==> config.mk <==
export PLATFORM = sky130hd
export DESIGN_NAME = hazard_scoreboard
export DESIGN_NICKNAME = d
export VERILOG_FILES = /design/src/rtl/hazard_scoreboard.sv
export SDC_FILE = /design/constraint.sdc
export NUM_CORES = 1
export LEC_CHECK = 0
export ABC_AREA = 1
export BUFFER_PORTS_ARGS = -buffer_cell sky130_fd_sc_hd__clkbuf_2
export CORE_MARGIN = 2
export CORE_UTILIZATION = 53
export DETAILED_ROUTE_END_ITERATION = 7
export PLACE_DENSITY = 0.79
export RECOVER_POWER = 25
export SLEW_MARGIN = 40
export SYNTH_ARGS = -nofsm -noshare
export SYNTH_HDL_FRONTEND = slang
export SYNTH_SLANG_ARGS = --single-unit
==> constraint.sdc <==
create_clock -name clk -period 1.95 [get_ports clk]
set_input_delay 0.0975 -clock clk [delete_from_list [all_inputs] [get_ports clk]]
set_output_delay 0.0975 -clock clk [all_outputs]
set_load 0.03 [all_outputs]
==> src/rtl/hazard_scoreboard.sv <==
`default_nettype none
// ============================================================================
// Module   : hazard_scoreboard
// Brief    : RAW hazard detector for the 5-stage core; shadows EX/MEM/WB writes
//            and counts new stall events.
// Revision : 1.0  initial release
// ============================================================================
module hazard_scoreboard #(
    parameter int REG_AW = 5,
    parameter int CNT_W  = 16
) (
    input  logic              clk,
    input  logic              rst_n,
    input  logic              id_valid,
    input  logic [REG_AW-1:0] id_rs,
    input  logic [REG_AW-1:0] id_rt,
    input  logic              id_use_rs,
    input  logic              id_use_rt,
    input  logic              id_wreg,
    input  logic [REG_AW-1:0] id_wdest,
    input  logic              stall,
    input  logic              flush,
    output logic              idstall,
    output logic              wb_wreg,
    output logic [REG_AW-1:0] wb_dest,
    output logic              busy,
    output logic [CNT_W-1:0]  stall_cnt
);

    localparam logic [REG_AW-1:0] c_reg_zero = '0;
    localparam logic [CNT_W-1:0]  c_cnt_max  = '1;

    logic              r_ex_v;
    logic [REG_AW-1:0] r_ex_dest;
    logic              r_mem_v;
    logic [REG_AW-1:0] r_mem_dest;
    logic              r_wb_v;
    logic [REG_AW-1:0] r_wb_dest;
    logic [CNT_W-1:0]  r_stall_cnt;

    logic w_hit_rs;
    logic w_hit_rt;
    logic w_idstall;
    logic w_ex_load;
    logic w_new_event;

    // WB is deliberately not compared: the regfile is write-first.
    assign w_hit_rs = id_use_rs && (id_rs != c_reg_zero) &&
                      ((r_ex_v && (r_ex_dest == id_rs)) || (r_mem_v && (r_mem_dest == id_rs)));
    assign w_hit_rt = id_use_rt && (id_rt != c_reg_zero) &&
                      ((r_ex_v && (r_ex_dest == id_rt)) || (r_mem_v && (r_mem_dest == id_rt)));
    assign w_idstall = id_valid && !flush && (w_hit_rs || w_hit_rt);

    // The first hazard cycle has stall=0, so idstall itself must block capture.
    assign w_ex_load = id_valid && id_wreg && (id_wdest != c_reg_zero) &&
                       !stall && !w_idstall && !flush;
    assign w_new_event = w_idstall && !stall;

    always_ff @(posedge clk or negedge rst_n) begin
        if (!rst_n) begin
            r_ex_v     <= 1'b0;
            r_ex_dest  <= '0;
            r_mem_v    <= 1'b0;
            r_mem_dest <= '0;
            r_wb_v     <= 1'b0;
            r_wb_dest  <= '0;
        end else begin
            r_wb_v     <= r_mem_v;
            r_wb_dest  <= r_mem_dest;
            r_mem_v    <= r_ex_v;
            r_mem_dest <= r_ex_dest;
            r_ex_v     <= w_ex_load;
            r_ex_dest  <= w_ex_load ? id_wdest : c_reg_zero;
        end
    end

    always_ff @(posedge clk or negedge rst_n) begin
        if (!rst_n) begin
            r_stall_cnt <= '0;
        end else if (w_new_event && (r_stall_cnt != c_cnt_max)) begin
            r_stall_cnt <= r_stall_cnt + CNT_W'(1);
        end
    end

    assign idstall   = w_idstall;
    assign wb_wreg   = r_wb_v;
    assign wb_dest   = r_wb_dest;
    assign busy      = r_ex_v || r_mem_v;
    assign stall_cnt = r_stall_cnt;

endmodule
`default_nettype wire

# After elaboration in Yosys (flattened, before gate mapping)
# Index checks and enable logic that the tools add are counted.
# totals
reg_bits,34
inputBits,23
# classes
reduce_logical,27
addsub,1
n_eq_ne,5
n_mux,1
# ops
cell,count
== test 5 bit,4
logical AND 1 bit,17
"adder 16 x 1 -> 16 bit, second input constant",1
"!= test 16 bit, second input constant",1
nonzero test 5 bit,3
two-way mux 5 bit,1
logical OR 1 bit,4
logical NOT 1 bit,3

# Depth between registers and ports, before layout
# logic_depth
word_depth,10
depth_mapped,12

# Worst setup path before layout
# OpenSTA, ideal clock, no wires.
# synth_path
path_type,register to register
startpoint,"register r_stall_cnt[0], in the netlist stall_cnt[0]"
endpoint,"register r_stall_cnt[9], in the netlist stall_cnt[9]"
period_less_slack_ns,1.734
path_stages_with_launch,8
path_slack_ns,0.216
t_arrival_ns,1.616
cell_sequence,dfrtp_1 > ha_1 > nand3_1 > inv_1 > nand4_4 > clkbuf_1 > nand4_1 > nand2_1
# synth_between
elab_chain_cells,2
# synth_rtl
element,line_no,text
"start, declared",39,logic [CNT_W-1:0] r_stall_cnt;
"start signal, assigned",81,r_stall_cnt <= r_stall_cnt + CNT_W'(1);
"parallel branches: the longest is 2 deep, another holds adder 16 x 1 -> 16 bit",--,
# Parallel ways; which one is timed is not known.
# A chain may end at the register's enable or synchronous reset.

# Worst setup path after layout
# layout_path
startpoint,register r_ex_dest[0]
endpoint,output idstall
# layout_between
elab_chain_cells,6
# layout_rtl
element,line_no,text
"start, declared",34,logic [REG_AW-1:0] r_ex_dest;
"start signal, assigned",73,r_ex_dest <= w_ex_load ? id_wdest : c_reg_zero;
== test 5 bit (on tied branches),"49, 51",
logical AND 1 bit (on tied branches),"49, 51",
logical OR 1 bit (on tied branches),"49, 51",
logical AND 1 bit (on tied branches),"48, 50",
logical OR 1 bit *,52,assign w_idstall = id_valid && !flush && (w_hit_rs || w_hit_rt);
logical AND 1 bit *,52,
"end, declared",23,"output logic idstall,"
# Every way passes the cells marked *; elsewhere a longest branch is shown, timed or not.

==> reports/metrics.cfg <==
[status]
outcome=completed

[setup_path]
cp.required_ps=1850
r2r_start=stall_cnt[0]$_DFFE_PN0P_
cp_max_fo=5
r2r_cells=7
critPathKind=reg -> out
critPathMaxStageDelay_ps=440
crit_slowest_cell=dfrtp_1
worstPathCellList=inv_1, nand2_1, nand2_1, nor2_1, nand3_1, nand2_1, nand2_2, nand2_4, nand2_1, inv_1, clkbuf_2
crit_buf_inv=3
critPathLaunchType=flip-flop
worst_r2r_endpoint=stall_cnt[3]$_DFFE_PN0P_
arrival_ps=1650
r2r_slack_ps=220
cp_top_family=simple AND/OR/NAND/NOR gates
cp-end-kind=primary output
cp_common_cell=nand2_1

[clock_network]
clock_latency_ps=290
clock-sinks=34
cts_inserted_buffers=5
clock_path_buffers=2
cts_tree=built
clock-root-buffer=clkbuf_8
clk_pin_slew_ps=70
cts_resized=0
post_cts_buffers=0
cts-htree-levels=2

[logic_synthesis]
yosys.area.top_type=dfrtp_1
syn_area_sq_mm=0.00200
ys_types=24
ys_seq_area_frac=0.425
synth_top_area_frac=0.425
syn_inst=274
synthTopCellsByArea=dfrtp_1 (43%), nand2_1 (18%), nor2_1 (6.4%)
avgSynthCellArea_sq_um=7.30
syn_nets=298
ys_ff_latch=34
yosys_warnings=0

[placed_design]
dpl_cell_area_sq_mm=0.00228
gp_congestion=0.878
post-place-ws_ps=207
port_buffers=46
dpl.hpwl_mm=3.30
place_inst=366

[route]
first_iter_violations=86
dr.pass1.iters=4
vias_per_cell=4.95
wire_per_inst_um=11.6
via_count=1855
ant_nets=0
wl_mm=4.34
post-route-drc-count=0

[sta]
setup_violations=0
finalWorstSetupSlack_ps=203
grt_setup_unrepaired=no
min_period_ps=1750
maxSlewHeadroom=0.450
clock.fmax_mhz=572
tightest_slew_ps=826
hold_slack_ps=16.7
fin_skew_ps=10.2
final_hold_viol_count=0
finalMaxSlewViolations=0
period_share=0.896
fin_tns_setup_ps=0

[min_path]
hold_end=r_ex_dest[3]$_DFF_PN0_
min_path_type=in -> reg
hold_start=id_wdest[3]
holdPathStages=3

[floorplan]
die_area_sq_mm=0.00428
core_region_area_sq_mm=0.00363
ios=47
rows=22
initial_core_util=0.551
die_height_um=65.4
dieWidth_um=65.4

[grt]
grt_pass1_vias=1659
grtUsageTotal=0.224
grt_pass1_wl_mm=7.33
overflow=0
antenna_found_initial=0
grt_start_max_net_pins=35

[final_layout]
stdcell_count=375
fin_area_sq_mm=0.00240
syn2layout_area_growth_pct=20.0
layout-drive-gt1-share=0.251
diodes=0
layout.nets=350

[power_and_ir_drop]
vdd_ir_drop_max_uv=416
power.density_mw_per_mm2=614
leakage_nw=1.36

[flow_run]
maxCapViolCount=0

-- worst register-to-register path: cells and delay by family (launching register included) --
| kind | cells | cell delay, ps |
|---|---|---|
| flip-flops | 1 | 440 |
| buffers and inverters | 1 | 110 |
| adder cells (fa/ha/maj) | 1 | 250 |
| AND/OR/NAND/NOR | 5 | 840 |
-- worst max-delay path by stage --
| stage | startpoint | to | slack (ps) | cells past startpoint |
|---|---|---|---|---|
| after global placement | stall_cnt[0]$_DFFE_PN0P_ | stall_cnt[0]$_DFFE_PN0P_ | 270 | 7 |
| after detailed placement | stall_cnt[0]$_DFFE_PN0P_ | stall_cnt[3]$_DFFE_PN0P_ | 210 | 7 |
| after global routing | stall_cnt[0]$_DFFE_PN0P_ | stall_cnt[0]$_DFFE_PN0P_ | 4 | 7 |
| after CTS | stall_cnt[0]$_DFFE_PN0P_ | stall_cnt[3]$_DFFE_PN0P_ | 180 | 7 |
| final | r_ex_dest[0]$_DFF_PN0_ | idstall | 200 | 11 |
| after floorplan | stall_cnt[0]$_DFFE_PN0P_ | stall_cnt[9]$_DFFE_PN0P_ | 220 | 7 |
-- cell usage after synthesis, drive strengths merged --
library cell and instances:
dfrtp 34, nor2 36, nor3 5, xnor2 5
or2 1, o21ai 3, clkbuf 2, nand2 109
nand4 19, inv 35, xor2 8, ha 1
buf 2, nand3 14
-- power breakdown --
| part | internal, mW | leakage (nW) | switching (mW) |
|---|---|---|---|
| Clock | 0.376 | 0.0579 | 0.261 |
| Combinational | 0.0418 | 0.830 | 0.0756 |
| Sequential | 0.712 | 0.473 | 0.00680 |
-- state kept, by name (all words and copies together), names as in the netlist --
register    cells
r_mem_dest      5
r_mem_v         1
r_ex_v          1
wb_dest         5
wb_wreg         1
stall_cnt      16
r_ex_dest       5
-- what timing repair did --
action                                  4_1_cts  5_1_grt
hold endpoints to repair                     34        0
hold buffers                                  1        0
endpoints found under the setup margin        0       10
-- cells in the final DEF, fill, tap and decap left out, drive strengths merged --
cell         synthesis  routed
nand2              109     109
clkbuf               2      51
nor2                36      36
inv                 35      35
dfrtp               34      34
nand4               19      19
nand3               14      14
xor2                 8       8
xnor2                5       5
nor3                 5       5
o21ai                3       3
clkinv               0       2
buf                  2       2
or2                  1       1
ha                   1       1
bufinv               0       1
dlygate4sd3          0       1
-- per-layer routing --
layer,up-vias,share of wire,track usage
li1,957,-,-
met1,834,0.45,0.289
met2,54,0.47,0.366
met3,10,0.062,0.0616
met4,0,0.019,0.0755
met5,-,0,0
-- logic make-up after synthesis --
| group | synth area share |
|---|---|
| fa+ha+maj | 0.00625 |
| buf+inv | 0.0775 |
| xor+xnor | 0.0569 |
| flops | 0.425 |
| simple gates | 0.427 |
| compound gates | 0.00750 |
-- cell type report --
class,instances,area (sq um)
sequential,34,851
inverter,35,131
timing repair buffer,49,255
clock inverter,3,40.0
clock buffer,5,68.8
tap,48,60.1
multi-input combinational,201,995
fill,345,1230
-- stage by stage --
step,total power [mW],utilization
finish,1.47,0.661
global route,1.53,0.661
CTS,1.49,0.661
detailed placement,0.849,0.628
global placement,0.846,0.628
floorplan,0.790,-
No activity file was read; power rests on OpenSTA's default activity.
